`config.mk`:
```
export PLATFORM = sky130hd
export DESIGN_NAME = vga_fb_scheduler
export DESIGN_NICKNAME = d
export VERILOG_FILES = /design/src/rtl/vga_fb_scheduler.sv
export SDC_FILE = /design/constraint.sdc
export NUM_CORES = 1
export LEC_CHECK = 0
export ABC_AREA = 1
export CAP_MARGIN = 20
export CORE_UTILIZATION = 30
export DETAILED_ROUTE_END_ITERATION = 8
export DONT_BUFFER_PORTS = 1
export PLACE_DENSITY = 0.51
export SYNTH_ARGS = -nofsm -noshare
export SYNTH_HDL_FRONTEND = slang
export SYNTH_SLANG_ARGS = --single-unit
```
`constraint.sdc`:
```
create_clock -name clock_50 -period 6.8 [get_ports clock_50]
set_clock_uncertainty 0.2 [all_clocks]
set_input_delay 0 -clock clock_50 [delete_from_list [all_inputs] [get_ports clock_50]]
set_output_delay 0 -clock clock_50 [all_outputs]
set_load 0.1 [all_outputs]
```
`src/rtl/vga_fb_scheduler.sv`:
```
// vga_fb_scheduler: merges buffered CPU pixel writes and an optional full-screen fill into one framebuffer write port.
// Optional fill engine is built only when VGA_FB_CLEAR_EN is defined.
// Ports:
//   clock_50, reset_n        - clock, asynchronous active-low reset
//   cpu_data/cpu_cs/cpu_we   - CPU pixel write {line[13:8], col[7:1], pixel[0]}
//   cpu_ready, cpu_drop      - write accepted / out-of-range write discarded
//   clr_start, clr_value     - fill request and fill pixel value
//   clr_busy, clr_done       - fill in progress / fill finished pulse
//   out_data, out_cs, out_we - registered framebuffer write
module vga_fb_scheduler (
  input  logic        clock_50,
  input  logic        reset_n,
  input  logic [31:0] cpu_data,
  input  logic        cpu_cs,
  input  logic        cpu_we,
  output logic        cpu_ready,
  output logic        cpu_drop,
  input  logic        clr_start,
  input  logic        clr_value,
  output logic        clr_busy,
  output logic        clr_done,
  output logic [31:0] out_data,
  output logic        out_cs,
  output logic        out_we
);
  logic [13:0] r_mem [4];
  logic [1:0]  r_wp, r_rp;
  logic [2:0]  r_cnt;
  logic        r_rdy, r_drop, r_cs;
  logic [13:0] r_out;
  logic        w_accept, w_oor, w_push, w_fifo_req, w_gnt_fifo, w_gnt_fill, w_unused;
  logic [13:0] w_head, w_fill_word;

  assign w_unused   = &{1'b0, cpu_data[31:14]};
  assign cpu_ready  = r_rdy & (r_cnt < 3'd4);
  assign w_accept   = cpu_cs & cpu_we & cpu_ready;
  assign w_oor      = (cpu_data[7:1] > 7'd79) | (cpu_data[13:8] > 6'd59);
  assign w_push     = w_accept & ~w_oor;
  // An incoming write counts as a pending FIFO head so an empty FIFO is bypassed
  assign w_fifo_req = (r_cnt != 3'd0) | w_push;
  assign w_head     = (r_cnt != 3'd0) ? r_mem[r_rp] : cpu_data[13:0];
  assign cpu_drop   = r_drop;
  assign out_data   = {18'd0, r_out};
  assign out_cs     = r_cs;
  assign out_we     = r_cs;

`ifdef VGA_FB_CLEAR_EN
  typedef enum logic [1:0] {IDLE, RUN, DONE} state_t;
  state_t     r_state, w_state_nxt;
  logic [5:0] r_line;
  logic [6:0] r_col;
  logic       r_val, r_rr_fill, w_fill_req, w_last;

  assign w_fill_req  = (r_state == RUN);
  assign w_last      = (r_line == 6'd59) & (r_col == 7'd79);
  assign w_gnt_fifo  = w_fifo_req & (~w_fill_req | ~r_rr_fill);
  assign w_gnt_fill  = w_fill_req & ~w_gnt_fifo;
  assign w_fill_word = {r_line, r_col, r_val};

  always_ff @(posedge clock_50 or negedge reset_n)
    if (!reset_n) r_state <= IDLE;
    else          r_state <= w_state_nxt;

  always_comb begin
    w_state_nxt = r_state;
    clr_busy    = (r_state != IDLE);
    clr_done    = (r_state == DONE);
    case (r_state)
      IDLE:    w_state_nxt = clr_start ? RUN : IDLE;
      RUN:     w_state_nxt = (w_gnt_fill & w_last) ? DONE : RUN;
      default: w_state_nxt = IDLE;
    endcase
  end

  always_ff @(posedge clock_50 or negedge reset_n)
    if (!reset_n) begin
      r_line    <= '0;
      r_col     <= '0;
      r_val     <= 1'b0;
      r_rr_fill <= 1'b0;
    end else begin
      if (r_state == IDLE && clr_start) begin
        r_line <= '0;
        r_col  <= '0;
        r_val  <= clr_value;
      end else if (w_gnt_fill) begin
        r_col  <= (r_col == 7'd79) ? 7'd0 : r_col + 7'd1;
        r_line <= (r_col == 7'd79) ? r_line + 6'd1 : r_line;
      end
      // Pointer only moves on contention: the loser of this edge wins the next one
      if (w_fifo_req & w_fill_req) r_rr_fill <= w_gnt_fifo;
    end
`else
  logic w_unused_clr;
  assign w_unused_clr = &{1'b0, clr_start, clr_value};
  assign w_gnt_fifo   = w_fifo_req;
  assign w_gnt_fill   = 1'b0;
  assign w_fill_word  = '0;
  assign clr_busy     = 1'b0;
  assign clr_done     = 1'b0;
`endif

  always_ff @(posedge clock_50)
    if (w_push) r_mem[r_wp] <= cpu_data[13:0];

  always_ff @(posedge clock_50 or negedge reset_n)
    if (!reset_n) begin
      r_wp   <= '0;
      r_rp   <= '0;
      r_cnt  <= '0;
      r_rdy  <= 1'b0;
      r_drop <= 1'b0;
      r_cs   <= 1'b0;
      r_out  <= '0;
    end else begin
      r_rdy  <= 1'b1;
      r_drop <= w_accept & w_oor;
      r_cs   <= w_gnt_fifo | w_gnt_fill;
      if (w_gnt_fifo)      r_out <= w_head;
      else if (w_gnt_fill) r_out <= w_fill_word;
      if (w_push)     r_wp <= r_wp + 2'd1;
      if (w_gnt_fifo) r_rp <= r_rp + 2'd1;
      r_cnt <= r_cnt + {2'd0, w_push} - {2'd0, w_gnt_fifo};
    end
endmodule

```
==> impl_results.md <==
* Vias per cell at about 4.5
* Placed insts at ~480
* Worst slew pin tran at 946.6 ps
* Clock Power Share at ~22%
* Routed wire length at around 7.6 mm
* Flop pwr share at between 50% and 60%
* Synth Area in Simple Gates at ~22%
* Status: finished with violations
* Worst EP required at 6820 ps
* CTS HTree Levels at 3
* Post-cts sizing count at 0
* Syn Area/Cell at between 10 and 15 um^2
* R2r endpoint: r_cnt[2]
* Share of the synthesized area in the top cell type at a little under half
* Routability cong. at 0.7358
* Switching power at 0.9598 mW
* DRC viols at 8
* Crit Path Class: input pin to register
* Sequential area share after synthesis at 63.18%
* Post-Syn Instances at 347
* CTS Hold Bufs at 19
* Internal power at ~1.0 mW
* Pwr per Cell Area at 476.1 nW/um^2
* CP Launch Point: cpu_we
* Max Used Layer: met4
* Ant diodes at 0
* DRT iter0 DRCs at roughly 110
* Flops & latches, synth at 80
* Die area at between 10,000 and 15,000 um^2
* Comb power frac at a little over a quarter
* Core area at about 12,000 um^2
* WL met2 at approximately 3.7 mm
* Wire length on met3 at roughly 480 um
* Net Sw Frac at 48.85%
* Initial Utilization at a little under a third
* Min-Delay Path Class: input pin to async pin
* Crit Reg-Reg Startpoint: r_cnt[2]
* Post-Synth XOR/XNOR Area at less than 1%
* Syn. warnings at 0
* Total CTS buffers at 9
* Non-Filler Instances at 512
* FF-to-FF setup slack at 4250 ps
* Wire length per cell at between 10 and 15 um
* Critical Path Sink: r_cnt[2]
* Wl on met1 at between 3 and 4 mm
* LEAKAGE at between 1.5 and 2 nW
* CTS tree: done
* Final nets at between 400 and 500
* Post-synthesis mux area share at 0%
* Overall Power at a little under 2 mW
* Rel. slew slack at roughly 37%
* First-pass GRT wire length at between 10 and 15 mm
* Crit end category: register
* FMAX at roughly 350 MHz
* Rows at 39
* Largest net degree at the start of global routing at 32
* Maximum clock path buffer count at 2
* FF-to-FF path depth at 10
* CTS Root Cell: clkbuf_16
* Layout cell share with drive strength beyond 1 at between 7 and 8%
* Post-Syn Area at around 3600 um^2
* Port Buffers at 0
* Slowest cell on the critical path: dlygate4sd3_1
* Final Setup Violations at 0
* Clk slew on worst S/H paths at about 60 ps
* CP peak stage delay at ~630 ps
* Clk_lat worst skew at 340 ps
* Post-synthesis cell type count at 22
* Io pins at 76
* Synth top area cells: edfxtp_1 47%, dfrtp_1 17%, nand2_1 10%
* Arr. time, crit path at 2910 ps
* Post-layout min period at 2889 ps
* Total gr overflow at 0
* P&R area growth vs syn at 14.24%
* Die X at roughly 110 um
* Setup WS pre-CTS at between 4000 and 5000 ps
* VDD IR max at between 0.0002 and 0.00025 V
* Hold Vio Cnt, Final at 15
* Final ANT Viol Nets at 0
* Failing checks: design-rule violations, negative hold slack
* Clk sink count at 80
* First-pass iteration count of the detailed router at 6
* Part of the cycle the worst path needs at between 40 and 50%
* Worst setup SP type: input pin
* Final instance area at 4126 um^2
* Largest family of logic cells by synthesized area: simple AND/OR/NAND/NOR gates
* Area post-placement at about 3600 um^2
* Max Cap Viol at 0
* Post-CTS Setup Inserts at 0
* Setup WS post-layout at 3911 ps
* Min Hold Slack at -8.872 ps
* Initial antenna violation count at 0
* Hpwl dp at between 4 and 5 mm
* RSZ-0062 raised after global routing: no
* Post-synth top area cell: edfxtp_1
* Worst path cell trace: dlygate4sd3_1 > nand2_1 > dlygate4sd3_1 > nor2_8 > nand3_4 > nand2_1 > inv_1 > ha_1 > fa_1 > xnor2_1 > xor2_1
* Final max-slew violation count at 0
* Vias in the first global route at around 2,300
* Adder-cell share of the synthesized area at 2.286%
* Die Y at around 110 um
* Total track usage at 13.55%
* Total Neg Setup Slack at 0 ps
* Crit-path max FO at 25
* Compound-Gate Fraction of Synth Area at under 10%
* Vias at 2,291
synthesized netlist by cell type, drive strengths merged:
cell / number
nand2: 103
nor3: 1
conb: 2
ha: 5
fa: 1
nand3: 52
buf: 36
xnor2: 1
o21ai: 15
a21oi: 1
nor2: 25
xor2: 3
inv: 22
edfxtp: 56
dfrtp: 24
placed cells by master, fill, tap and decap left out, types with 3 or more instances in the layout:
cell type	n
xor2_1	3
clkbuf_16	9
edfxtp_1	56
inv_2	3
buf_4	3
ha_1	5
clkinv_1	3
dlygate4sd3_1	17
inv_1	19
o21ai_0	13
nand3_1	51
dfrtp_1	23
nand2_1	101
conb_1	21
nor2_1	22
power groups by stage:
stage / combinational [mW] / sequential, mW / clock (mW)
3_3_place_gp: 0.460 / 1.05 / 0
5_1_grt: 0.598 / 1.04 / 0.454
4_1_cts: 0.493 / 1.04 / 0.431
2_1_floorplan: 0.466 / 0.977 / 0
6_report: 0.519 / 1.02 / 0.423
3_5_place_dp: 0.474 / 1.06 / 0
critical path: cells and delay by family:
| family | cells | cell delay, ps |
|---|---|---|
| XOR/XNOR | 2 | 280 |
| adder cells (fa/ha/maj) | 2 | 570 |
| buffers and inverters | 3 | 1210 |
| AND/OR/NAND/NOR | 4 | 830 |
cells by family (layout without fill, tap and decap cells):
logic type      count (synthesis)  count (layout)
fa+ha+maj                       6               6
flops                          80              80
buf+inv                        58              61
other cells                     2              21
xor+xnor                        4               4
compound gates                 16              16
simple gates                  181             181
how the worst min path moves through the flow:
stage	endpoint	slack [ps]	cells past startpoint
floorplan	cpu_drop	-500	0
global route	r_cnt[1]	8	3
finish	r_out[6]	-9	3
global placement	r_out[4]	-490	0
CTS	r_out[6]	0.8	3
detailed placement	r_wp[0]	-490	0
metrics by stage:
| step | hold WS, ps | util [%] |
|---|---|---|
| 2_1_floorplan | -495.6 | - |
| 3_3_place_gp | -494.3 | 31.41 |
| 3_5_place_dp | -493.8 | 31.41 |
| 4_1_cts | 0.8357 | 35.44 |
| 5_1_grt | 8.221 | 35.68 |
| 6_report | -8.872 | 35.68 |
routing by layer:
| layer | GRT usage, % | vias up |
|---|---|---|
| li1 | - | 1138 |
| met1 | 16.03 | 1073 |
| met2 | 22.65 | 74 |
| met3 | 5.117 | 6 |
| met4 | 4.414 | 0 |
| met5 | 0 | - |
registers in the layout, summed over array words and instances, names as in the netlist:
register,count
cpu_drop,1
out_cs,1
r_rp,2
r_rdy,1
r_cnt,3
r_out,14
r_wp,2
r_mem,56
cell type report:
cell class                      instances  area, um^2
Fill cell                            1168        7438
Timing Repair Buffer                   23       260.3
Multi-Input combinational cell        228        1065
Clock inverter                          5       23.77
Inverter                               22       82.58
Clock buffer                           11       232.7
Tap cell                              143       178.9
Sequential cell                        80        2283
(Power assumes the default switching activity.)
